## config.mk

```make
export PLATFORM = sky130hd
export DESIGN_NAME = chol_inv_sequencer_flat
export DESIGN_NICKNAME = d
export VERILOG_FILES = /design/src/rtl/chol_inv_sequencer_pkg.sv /design/src/rtl/chol_inv_sequencer_if.sv /design/src/rtl/chol_inv_sequencer_phase_timer.sv /design/src/rtl/chol_inv_sequencer.sv /design/src/flat_wrapper.sv
export SDC_FILE = /design/constraint.sdc
export NUM_CORES = 1
export LEC_CHECK = 0
export CAP_MARGIN = 25
export CORE_MARGIN = 10
export CORE_UTILIZATION = 48
export DETAILED_ROUTE_END_ITERATION = 7
export GPL_TIMING_DRIVEN = 1
export PLACE_DENSITY_LB_ADDON = 0.3
export SYNTH_ARGS = -nofsm -noshare
export SYNTH_HDL_FRONTEND = slang
export SYNTH_HIERARCHICAL = 1
export SYNTH_SLANG_ARGS = --single-unit
```

## constraint.sdc

```tcl
create_clock -name clk -period 2.4 [get_ports clk]
set_input_delay 0.36 -clock clk [delete_from_list [all_inputs] [get_ports clk]]
set_output_delay 0.36 -clock clk [all_outputs]
set_load 0.01 [all_outputs]
```

## src/rtl/chol_inv_sequencer_pkg.sv

```systemverilog
// Shared types and helpers for the Cholesky factor-and-invert sequencer.
// Latency: n/a (types and constant functions only).
// Backpressure: n/a.
package chol_inv_pkg;

   // Sequencer phases, one per pipeline activity window
   typedef enum logic [2:0] {
      IDLE      = 3'd0,
      SQRT      = 3'd1,
      CDIV      = 3'd2,
      CMAC_IDIV = 3'd3,
      IDIV      = 3'd4,
      IMAC      = 3'd5,
      DONE      = 3'd6
   } phase_t;

   // Owner of a shared arithmetic unit
   typedef enum logic [1:0] {
      NONE = 2'd0,
      CHOL = 2'd1,
      INV  = 2'd2
   } owner_t;

   // Largest of three latencies, used to size the phase counter
   function automatic int max3(input int a, input int b, input int c);
      int m;
      m = (a > b) ? a : b;
      return (m > c) ? m : c;
   endfunction

endpackage

```

## src/rtl/chol_inv_sequencer_if.sv

```systemverilog
// Control/status bundle between a run requester and the sequencer.
// Latency: n/a (wires only).
// Backpressure: none; start is dropped by the sequencer while a run is active.
interface chol_inv_sequencer_if
   import chol_inv_pkg::*;
#(
   parameter int N      = 6,
   parameter int STEP_W = 6
);
   logic                 start;
   logic                 abort;
   logic                 busy;
   logic                 done;
   logic [$clog2(N)-1:0] col;
   logic [STEP_W-1:0]    chol_step;
   logic [STEP_W-1:0]    inv_step;
   logic                 div_en;
   owner_t               div_sel;
   logic                 mult_en;
   owner_t               mult_sel;
   logic                 sqrt_en;

   modport master (
      output start, abort,
      input  busy, done, col, chol_step, inv_step,
      input  div_en, div_sel, mult_en, mult_sel, sqrt_en
   );

   modport slave (
      input  start, abort,
      output busy, done, col, chol_step, inv_step,
      output div_en, div_sel, mult_en, mult_sel, sqrt_en
   );
endinterface

```

## src/rtl/chol_inv_sequencer_phase_timer.sv

```systemverilog
// Loadable down-counter timing one sequencer phase; zero marks the last cycle.
// Latency: load takes effect on the next edge; counter saturates at 0.
// Backpressure: none.
module phase_timer #(
   parameter int W = 3
) (
   input  logic         clk,
   input  logic         rst,
   input  logic         load,
   input  logic [W-1:0] load_val,
   output logic         zero,
   output logic [W-1:0] nxt
);
   logic [W-1:0] cnt;

   // Next count: load wins, otherwise count down and hold at zero
   always_comb begin
      nxt = cnt;
      if (load) begin
         nxt = load_val;
      end else if (cnt != '0) begin
         nxt = cnt - W'(1);
      end
   end

   // Counter register
   always_ff @(posedge clk or posedge rst) begin
      if (rst) begin
         cnt <= '0;
      end else begin
         cnt <= nxt;
      end
   end

   assign zero = (cnt == '0);
endmodule

```

## src/rtl/chol_inv_sequencer.sv

```systemverilog
// Sequences sqrt/divide/multiply-accumulate phases for an N-column Cholesky factor-and-invert.
// Latency: outputs registered, first phase cycle one edge after start; done one cycle after last phase.
// Backpressure: start ignored while busy or in DONE; abort cancels a run on the next edge.
module chol_inv_sequencer
   import chol_inv_pkg::*;
#(
   parameter int N        = 6,
   parameter int SQRT_LAT = 5,
   parameter int DIV_LAT  = 5,
   parameter int MAC_LAT  = 6,
   parameter int STEP_W   = 6
) (
   input  logic               clk,
   input  logic               rst,
   chol_inv_sequencer_if.slave bus
);
   // Overlapped phase covers both the Cholesky MAC and the inverse divide
   localparam int CM_LAT = (MAC_LAT > DIV_LAT) ? MAC_LAT : DIV_LAT;
   localparam int PH_W   = $clog2(max3(SQRT_LAT, DIV_LAT, MAC_LAT) + 1);
   localparam int COL_W  = $clog2(N);
   localparam logic [COL_W-1:0] COL_LAST = COL_W'(N - 1);
   // Counter values at or above this keep the divider busy inside CMAC_IDIV
   localparam int DIV_WIN = CM_LAT - DIV_LAT;

   phase_t            state_q, state_d;
   logic              ph_load;
   logic [PH_W-1:0]   ph_val;
   logic [PH_W-1:0]   ph_nxt;
   logic              ph_zero;
   logic [COL_W-1:0]  col_q, col_d;
   logic [STEP_W-1:0] chol_q, chol_d;
   logic [STEP_W-1:0] inv_q, inv_d;
   logic              running;

   logic   busy_q, busy_d;
   logic   done_q, done_d;
   logic   sqrt_q, sqrt_d;
   logic   div_en_q, div_en_d;
   owner_t div_sel_q, div_sel_d;
   logic   mult_en_q, mult_en_d;
   owner_t mult_sel_q, mult_sel_d;

   phase_timer #(.W(PH_W)) u_timer (
      .clk      (clk),
      .rst      (rst),
      .load     (ph_load),
      .load_val (ph_val),
      .zero     (ph_zero),
      .nxt      (ph_nxt)
   );

   assign running = state_q inside {SQRT, CDIV, CMAC_IDIV, IDIV, IMAC};

   // State register
   always_ff @(posedge clk or posedge rst) begin
      if (rst) begin
         state_q <= IDLE;
      end else begin
         state_q <= state_d;
      end
   end

   // Next state, phase counter load and column/step bookkeeping
   always_comb begin
      state_d = state_q;
      ph_load = 1'b0;
      ph_val  = '0;
      col_d   = col_q;
      chol_d  = chol_q;
      inv_d   = inv_q;

      if (bus.abort && running) begin
         state_d = IDLE;
         ph_load = 1'b1;
         col_d   = '0;
         chol_d  = '0;
         inv_d   = '0;
      end else begin
         case (state_q)
            IDLE: begin
               if (bus.start && !bus.abort) begin
                  state_d = SQRT;
                  ph_load = 1'b1;
                  ph_val  = PH_W'(SQRT_LAT - 1);
                  col_d   = '0;
                  chol_d  = STEP_W'(1);
                  inv_d   = '0;
               end
            end
            SQRT: begin
               if (ph_zero) begin
                  ph_load = 1'b1;
                  ph_val  = PH_W'(DIV_LAT - 1);
                  if (col_q != COL_LAST) begin
                     state_d = CDIV;
                     chol_d  = chol_q + STEP_W'(1);
                  end else begin
                     state_d = IDIV;
                     inv_d   = inv_q + STEP_W'(1);
                  end
               end
            end
            CDIV: begin
               if (ph_zero) begin
                  state_d = CMAC_IDIV;
                  ph_load = 1'b1;
                  ph_val  = PH_W'(CM_LAT - 1);
                  chol_d  = chol_q + STEP_W'(1);
                  inv_d   = inv_q + STEP_W'(1);
               end
            end
            CMAC_IDIV, IDIV: begin
               if (ph_zero) begin
                  state_d = IMAC;
                  ph_load = 1'b1;
                  ph_val  = PH_W'(MAC_LAT - 1);
                  inv_d   = inv_q + STEP_W'(1);
               end
            end
            IMAC: begin
               if (ph_zero) begin
                  if (col_q != COL_LAST) begin
                     state_d = SQRT;
                     ph_load = 1'b1;
                     ph_val  = PH_W'(SQRT_LAT - 1);
                     col_d   = col_q + COL_W'(1);
                     chol_d  = chol_q + STEP_W'(1);
                  end else begin
                     state_d = DONE;
                  end
               end
            end
            DONE: begin
               state_d = IDLE;
            end
            default: begin
               state_d = IDLE;
            end
         endcase
      end
   end

   // Output decode from the upcoming state so every output comes straight from a flop
   always_comb begin
      busy_d     = 1'b0;
      done_d     = 1'b0;
      sqrt_d     = 1'b0;
      div_en_d   = 1'b0;
      div_sel_d  = NONE;
      mult_en_d  = 1'b0;
      mult_sel_d = NONE;
      case (state_d)
         SQRT: begin
            busy_d = 1'b1;
            sqrt_d = 1'b1;
         end
         CDIV: begin
            busy_d    = 1'b1;
            div_en_d  = 1'b1;
            div_sel_d = CHOL;
         end
         CMAC_IDIV: begin
            busy_d     = 1'b1;
            mult_en_d  = 1'b1;
            mult_sel_d = CHOL;
            if (int'(ph_nxt) >= DIV_WIN) begin
               div_en_d  = 1'b1;
               div_sel_d = INV;
            end
         end
         IDIV: begin
            busy_d    = 1'b1;
            div_en_d  = 1'b1;
            div_sel_d = INV;
         end
         IMAC: begin
            busy_d     = 1'b1;
            mult_en_d  = 1'b1;
            mult_sel_d = INV;
         end
         DONE: begin
            done_d = 1'b1;
         end
         default: begin
            busy_d = 1'b0;
         end
      endcase
   end

   // Column, step and output registers
   always_ff @(posedge clk or posedge rst) begin
      if (rst) begin
         col_q      <= '0;
         chol_q     <= '0;
         inv_q      <= '0;
         busy_q     <= 1'b0;
         done_q     <= 1'b0;
         sqrt_q     <= 1'b0;
         div_en_q   <= 1'b0;
         div_sel_q  <= NONE;
         mult_en_q  <= 1'b0;
         mult_sel_q <= NONE;
      end else begin
         col_q      <= col_d;
         chol_q     <= chol_d;
         inv_q      <= inv_d;
         busy_q     <= busy_d;
         done_q     <= done_d;
         sqrt_q     <= sqrt_d;
         div_en_q   <= div_en_d;
         div_sel_q  <= div_sel_d;
         mult_en_q  <= mult_en_d;
         mult_sel_q <= mult_sel_d;
      end
   end

   assign bus.busy      = busy_q;
   assign bus.done      = done_q;
   assign bus.col       = col_q;
   assign bus.chol_step = chol_q;
   assign bus.inv_step  = inv_q;
   assign bus.sqrt_en   = sqrt_q;
   assign bus.div_en    = div_en_q;
   assign bus.div_sel   = div_sel_q;
   assign bus.mult_en   = mult_en_q;
   assign bus.mult_sel  = mult_sel_q;
endmodule

```

## src/flat_wrapper.sv

```systemverilog
// flat-port wrapper written by rule: the top's interface ports become plain ports
module chol_inv_sequencer_flat import chol_inv_pkg::*;
#(
   parameter int N        = 6,
   parameter int SQRT_LAT = 5,
   parameter int DIV_LAT  = 5,
   parameter int MAC_LAT  = 6,
   parameter int STEP_W   = 6
)
  (clk, rst, bus_start, bus_abort, bus_busy, bus_done, bus_col, bus_chol_step, bus_inv_step, bus_div_en, bus_div_sel, bus_mult_en, bus_mult_sel, bus_sqrt_en);
  chol_inv_sequencer_if #(.N(N), .STEP_W(STEP_W)) bus_i ();
  input  logic clk;
  input  logic rst;
  input wire logic [$bits(bus_i.start)-1:0] bus_start;
  input wire logic [$bits(bus_i.abort)-1:0] bus_abort;
  output wire logic [$bits(bus_i.busy)-1:0] bus_busy;
  output wire logic [$bits(bus_i.done)-1:0] bus_done;
  output wire logic [$bits(bus_i.col)-1:0] bus_col;
  output wire logic [$bits(bus_i.chol_step)-1:0] bus_chol_step;
  output wire logic [$bits(bus_i.inv_step)-1:0] bus_inv_step;
  output wire logic [$bits(bus_i.div_en)-1:0] bus_div_en;
  output wire logic [$bits(bus_i.div_sel)-1:0] bus_div_sel;
  output wire logic [$bits(bus_i.mult_en)-1:0] bus_mult_en;
  output wire logic [$bits(bus_i.mult_sel)-1:0] bus_mult_sel;
  output wire logic [$bits(bus_i.sqrt_en)-1:0] bus_sqrt_en;
  assign bus_i.start = bus_start;
  assign bus_i.abort = bus_abort;
  assign bus_busy = bus_i.busy;
  assign bus_done = bus_i.done;
  assign bus_col = bus_i.col;
  assign bus_chol_step = bus_i.chol_step;
  assign bus_inv_step = bus_i.inv_step;
  assign bus_div_en = bus_i.div_en;
  assign bus_div_sel = bus_i.div_sel;
  assign bus_mult_en = bus_i.mult_en;
  assign bus_mult_sel = bus_i.mult_sel;
  assign bus_sqrt_en = bus_i.sqrt_en;
  chol_inv_sequencer #(.N(N), .SQRT_LAT(SQRT_LAT), .DIV_LAT(DIV_LAT), .MAC_LAT(MAC_LAT), .STEP_W(STEP_W)) u_core (.clk(clk), .rst(rst), .bus(bus_i));
endmodule
```

==> impl_metrics.sql <==
INSERT INTO impl_metrics (metric_group, metric, value, unit) VALUES
('run_status', 'run_status', 'completed', ''),
('layout', 'summed_area_of_non_filler_cells_in_the_final_layout', '2340', 'um2'),
('yosys', 'synthArstFlopShare', '100', '%'),
('cts', 'tritoncts', 'yes', ''),
('worst_setup_path', 'rr_worst_depth', '10', ''),
('drt', 'dr.max_layer_used', 'met4', ''),
('cts', 'post-cts-setup-buffer-count', '0', ''),
('worst_setup_path', 'critPathCaptureType', 'register', ''),
('job', 'maxCapViolCount', '0', ''),
('grt', 'global_route.overflow_total', '0', ''),
('layout', 'diodes', '0', ''),
('cts', 'clock_tree.htree_level_count', '2', ''),
('drt', 'wl_met1', '1.82', 'mm'),
('worst_setup_path', 'worstPathBufferInverterCount', '1', ''),
('sta', 'fmax', '448', 'MHz'),
('worst_setup_path', 'crit_required', '2570', 'ps'),
('yosys', 'main_combinational_cell_family_by_area_after_synthesis', 'compound AO/OA/AOI/OAI gates', ''),
('worst_setup_path', 'cp_cell_sequence', 'inv_1 > ha_2 > nand3_1 > a21o_1 > a31oi_2 > nand2_1 > mux2_4 > nor3_1 > nor2_1 > mux2_1', ''),
('grt', 'grt_start_max_net_pins', '28', ''),
('drt', 'met3WireLength', '251', 'um'),
('drt', 'wl_per_cell', '14.3', 'um'),
('yosys', 'synth_compound_gate_area_share', '23.6', '%'),
('floorplan', 'die-width', '82.1', 'um'),
('worst_setup_path', 'critPathSlowestCell', 'dfrtp_1', ''),
('floorplan', 'rows', '22', ''),
('power_and_ir_drop', 'max_vdd_drop', '501', 'uV'),
('layout', 'num-nets-final', '258', ''),
('layout', 'layout-area-overhead-vs-synth', '26.7', '%'),
('worst_setup_path', 'crit_type', 'reg -> reg', ''),
('yosys', 'netlist_instances', '209', ''),
('worst_setup_path', 'cp_slowest_stage_delay', '410', 'ps'),
('worst_setup_path', 'data_arrival_time_of_the_critical_path', '2400', 'ps'),
('drt', 'drt_first_iter_violations', '182', ''),
('placed_design', 'number_of_i_o_port_buffers', '27', ''),
('layout', 'fin_cells', '296', ''),
('drt', 'met2WireLength', '2.10', 'mm'),
('sta', 'setup_viol', '0', ''),
('drt', 'firstDrtPassIters', '4', ''),
('yosys', 'dominantRegCellSynth', 'dfrtp_1', ''),
('sta', 'timing.final.crit_period', '2230', 'ps'),
('floorplan', 'core-area', '3690', 'um2'),
('floorplan', 'die_height', '82.1', 'um'),
('sta', 'post-route-period-util', '93.1', '%'),
('yosys', 'mean_area_per_synthesized_cell', '8.84', 'um2'),
('cts', 'cts_max_path_buffers', '2', ''),
('worst_setup_path', 'top_family_by_delay_on_critical_path', 'multiplexers', ''),
('cts', 'clk-insertion-delay-late', '280', 'ps'),
('placed_design', 'final_weighted_congestion_of_routability_driven_global_placement', '0.845', ''),
('power_and_ir_drop', 'p_leak', '0.00101', 'uW'),
('yosys', 'number_of_flops_mapped_to_enable_cells_by_yosys', '0', ''),
('cts', 'post_cts_hold_buffer_count', '0', ''),
('floorplan', 'start_util', '50.1', '%'),
('worst_setup_path', 'crit_fanout', '4', ''),
('grt', 'antenna_found_initial', '0', ''),
('placed_design', 'place_area', '2230', 'um2'),
('yosys', 'synth.ff_latch_count', '30', ''),
('yosys', 'post_synth_xor_area_fraction', '1.42', '%'),
('min_path', 'hold_class', 'in -> async', ''),
('drt', 'drc_errors', '0', ''),
('worst_setup_path', 'crit_cells', '10', ''),
('drt', 'routed_wirelength', '4.23', 'mm'),
('layout', 'drive_above_1_share', '15.3', '%'),
('yosys', 'synth_seq_area_share', '40.6', '%'),
('power_and_ir_drop', 'powerDensity', '1080', 'nW/um2'),
('yosys', 'post_synth_num_cell_types', '56', ''),
('sta', 'fin_setup_tns', '0', 'ps'),
('floorplan', 'fp.dieArea', '6730', 'um2'),
('yosys', 'synth_warnings', '6', ''),
('yosys', 'yosys.area_share.adder', '4.74', '%'),
('placed_design', 'detailedPlacementHpwl', '3.16', 'mm'),
('placed_design', 'place_ws', '46.3', 'ps');
## cells in the mapped netlist, types with 3 or more instances
master / count / area (um2)
o21a_1: 6 / 45.0
inv_1: 10 / 37.5
nor2_1: 19 / 71.3
ha_1: 7 / 87.6
o21ai_0: 17 / 85.1
o31ai_1: 3 / 22.5
clkbuf_1: 7 / 26.3
or3_1: 3 / 18.8
a21oi_1: 19 / 95.1
nor2b_1: 6 / 37.5
nand2_1: 17 / 63.8
nand3_1: 7 / 35.0
nor3_1: 7 / 35.0
dfrtp_1: 30 / 751
## power breakdown
group	leakage (uW)	switching [uW]	total (uW)	internal, uW
logic	0.000555	781	1390	606
registers	0.000405	91.8	716	624
clock network	0.0000482	191	421	231
## final cells by class
| type | count | area [um2] |
|---|---|---|
| Clock buffer | 7 | 86.3 |
| Clock inverter | 1 | 5.00 |
| Fill cell | 322 | 1350 |
| Inverter | 11 | 41.3 |
| Multi-Input combinational cell | 158 | 1020 |
| Sequential cell | 30 | 751 |
| Tap cell | 48 | 60.1 |
| Timing Repair Buffer | 41 | 375 |
## flip-flops by register name, summed over array words and instances (netlist names)
signal and count:
u_core/bus.busy 1, u_core/bus.div_en 1, u_core/bus.mult_en 1, u_core/bus.done 1, u_core/bus.div_sel 2, u_core/bus.inv_step 6
u_core/bus.mult_sel 2, u_core/bus.chol_step 6, u_core/u_timer/cnt 3, u_core/bus.col 3, u_core/bus.sqrt_en 1, u_core/state_q 3
## layout by cell type, fill, tap and decap left out, types with 3 or more instances in the layout
master,n
ha_1,5
nand2_1,17
o31ai_1,3
clkbuf_8,6
nor2b_1,6
nand3_1,7
a21oi_1,19
dfrtp_1,30
buf_4,14
o21ai_0,17
inv_1,10
nor2_1,19
nor3_1,7
clkdlybuf4s50_1,27
or3_1,3
o21a_1,6
## worst reg2reg max path, cell delays in order, from the launching register on
cell	delay (ps)
dfrtp_1	410
inv_1	70
ha_2	200
nand3_1	110
a21o_1	210
a31oi_2	180
nand2_1	120
mux2_4	320
nor3_1	140
nor2_1	80
mux2_1	290
## per-stage QoR
stage	util [%]	total power, uW
floorplan	-	1630
global placement	60.5	2040
detailed placement	60.5	2060
CTS	63.0	2490
global route	63.5	2740
finish	63.5	2520
## final timing paths
path                                                          from                                 end  slack, ps
worst max register to register       u_core/bus.col[1]$_DFFE_PP0P_     u_core/bus.div_sel[1]$_DFF_PP0_        170
max in group asynchronous                                      rst  u_core/bus.inv_step[1]$_DFFE_PP0P_       1680
min in group clk                u_core/bus.inv_step[4]$_DFFE_PP0P_  u_core/bus.inv_step[4]$_DFFE_PP0P_        510
worst max-delay path                 u_core/bus.col[1]$_DFFE_PP0P_     u_core/bus.div_sel[1]$_DFF_PP0_        170
worst min-delay path                                           rst     u_core/u_timer/cnt[1]$_DFF_PP0_        270
worst min register to register  u_core/bus.inv_step[4]$_DFFE_PP0P_  u_core/bus.inv_step[4]$_DFFE_PP0P_        510
## cells by family after synthesis
group / count (synthesis)
AND/OR/NAND/NOR: 78
flip-flops: 30
multiplexers: 4
adder cells (fa/ha/maj): 7
AO/OA/AOI/OAI: 65
other: 1
buffers and inverters: 21
XOR/XNOR: 3
## layer usage
metal / global-route usage (%) / vias to the layer above
li1: - / 815
met2: 23.3 / 42
met4: 4.59 / 0
met1: 16.9 / 775
met3: 3.60 / 6
met5: 0 / -
(Power assumes the default switching activity.)
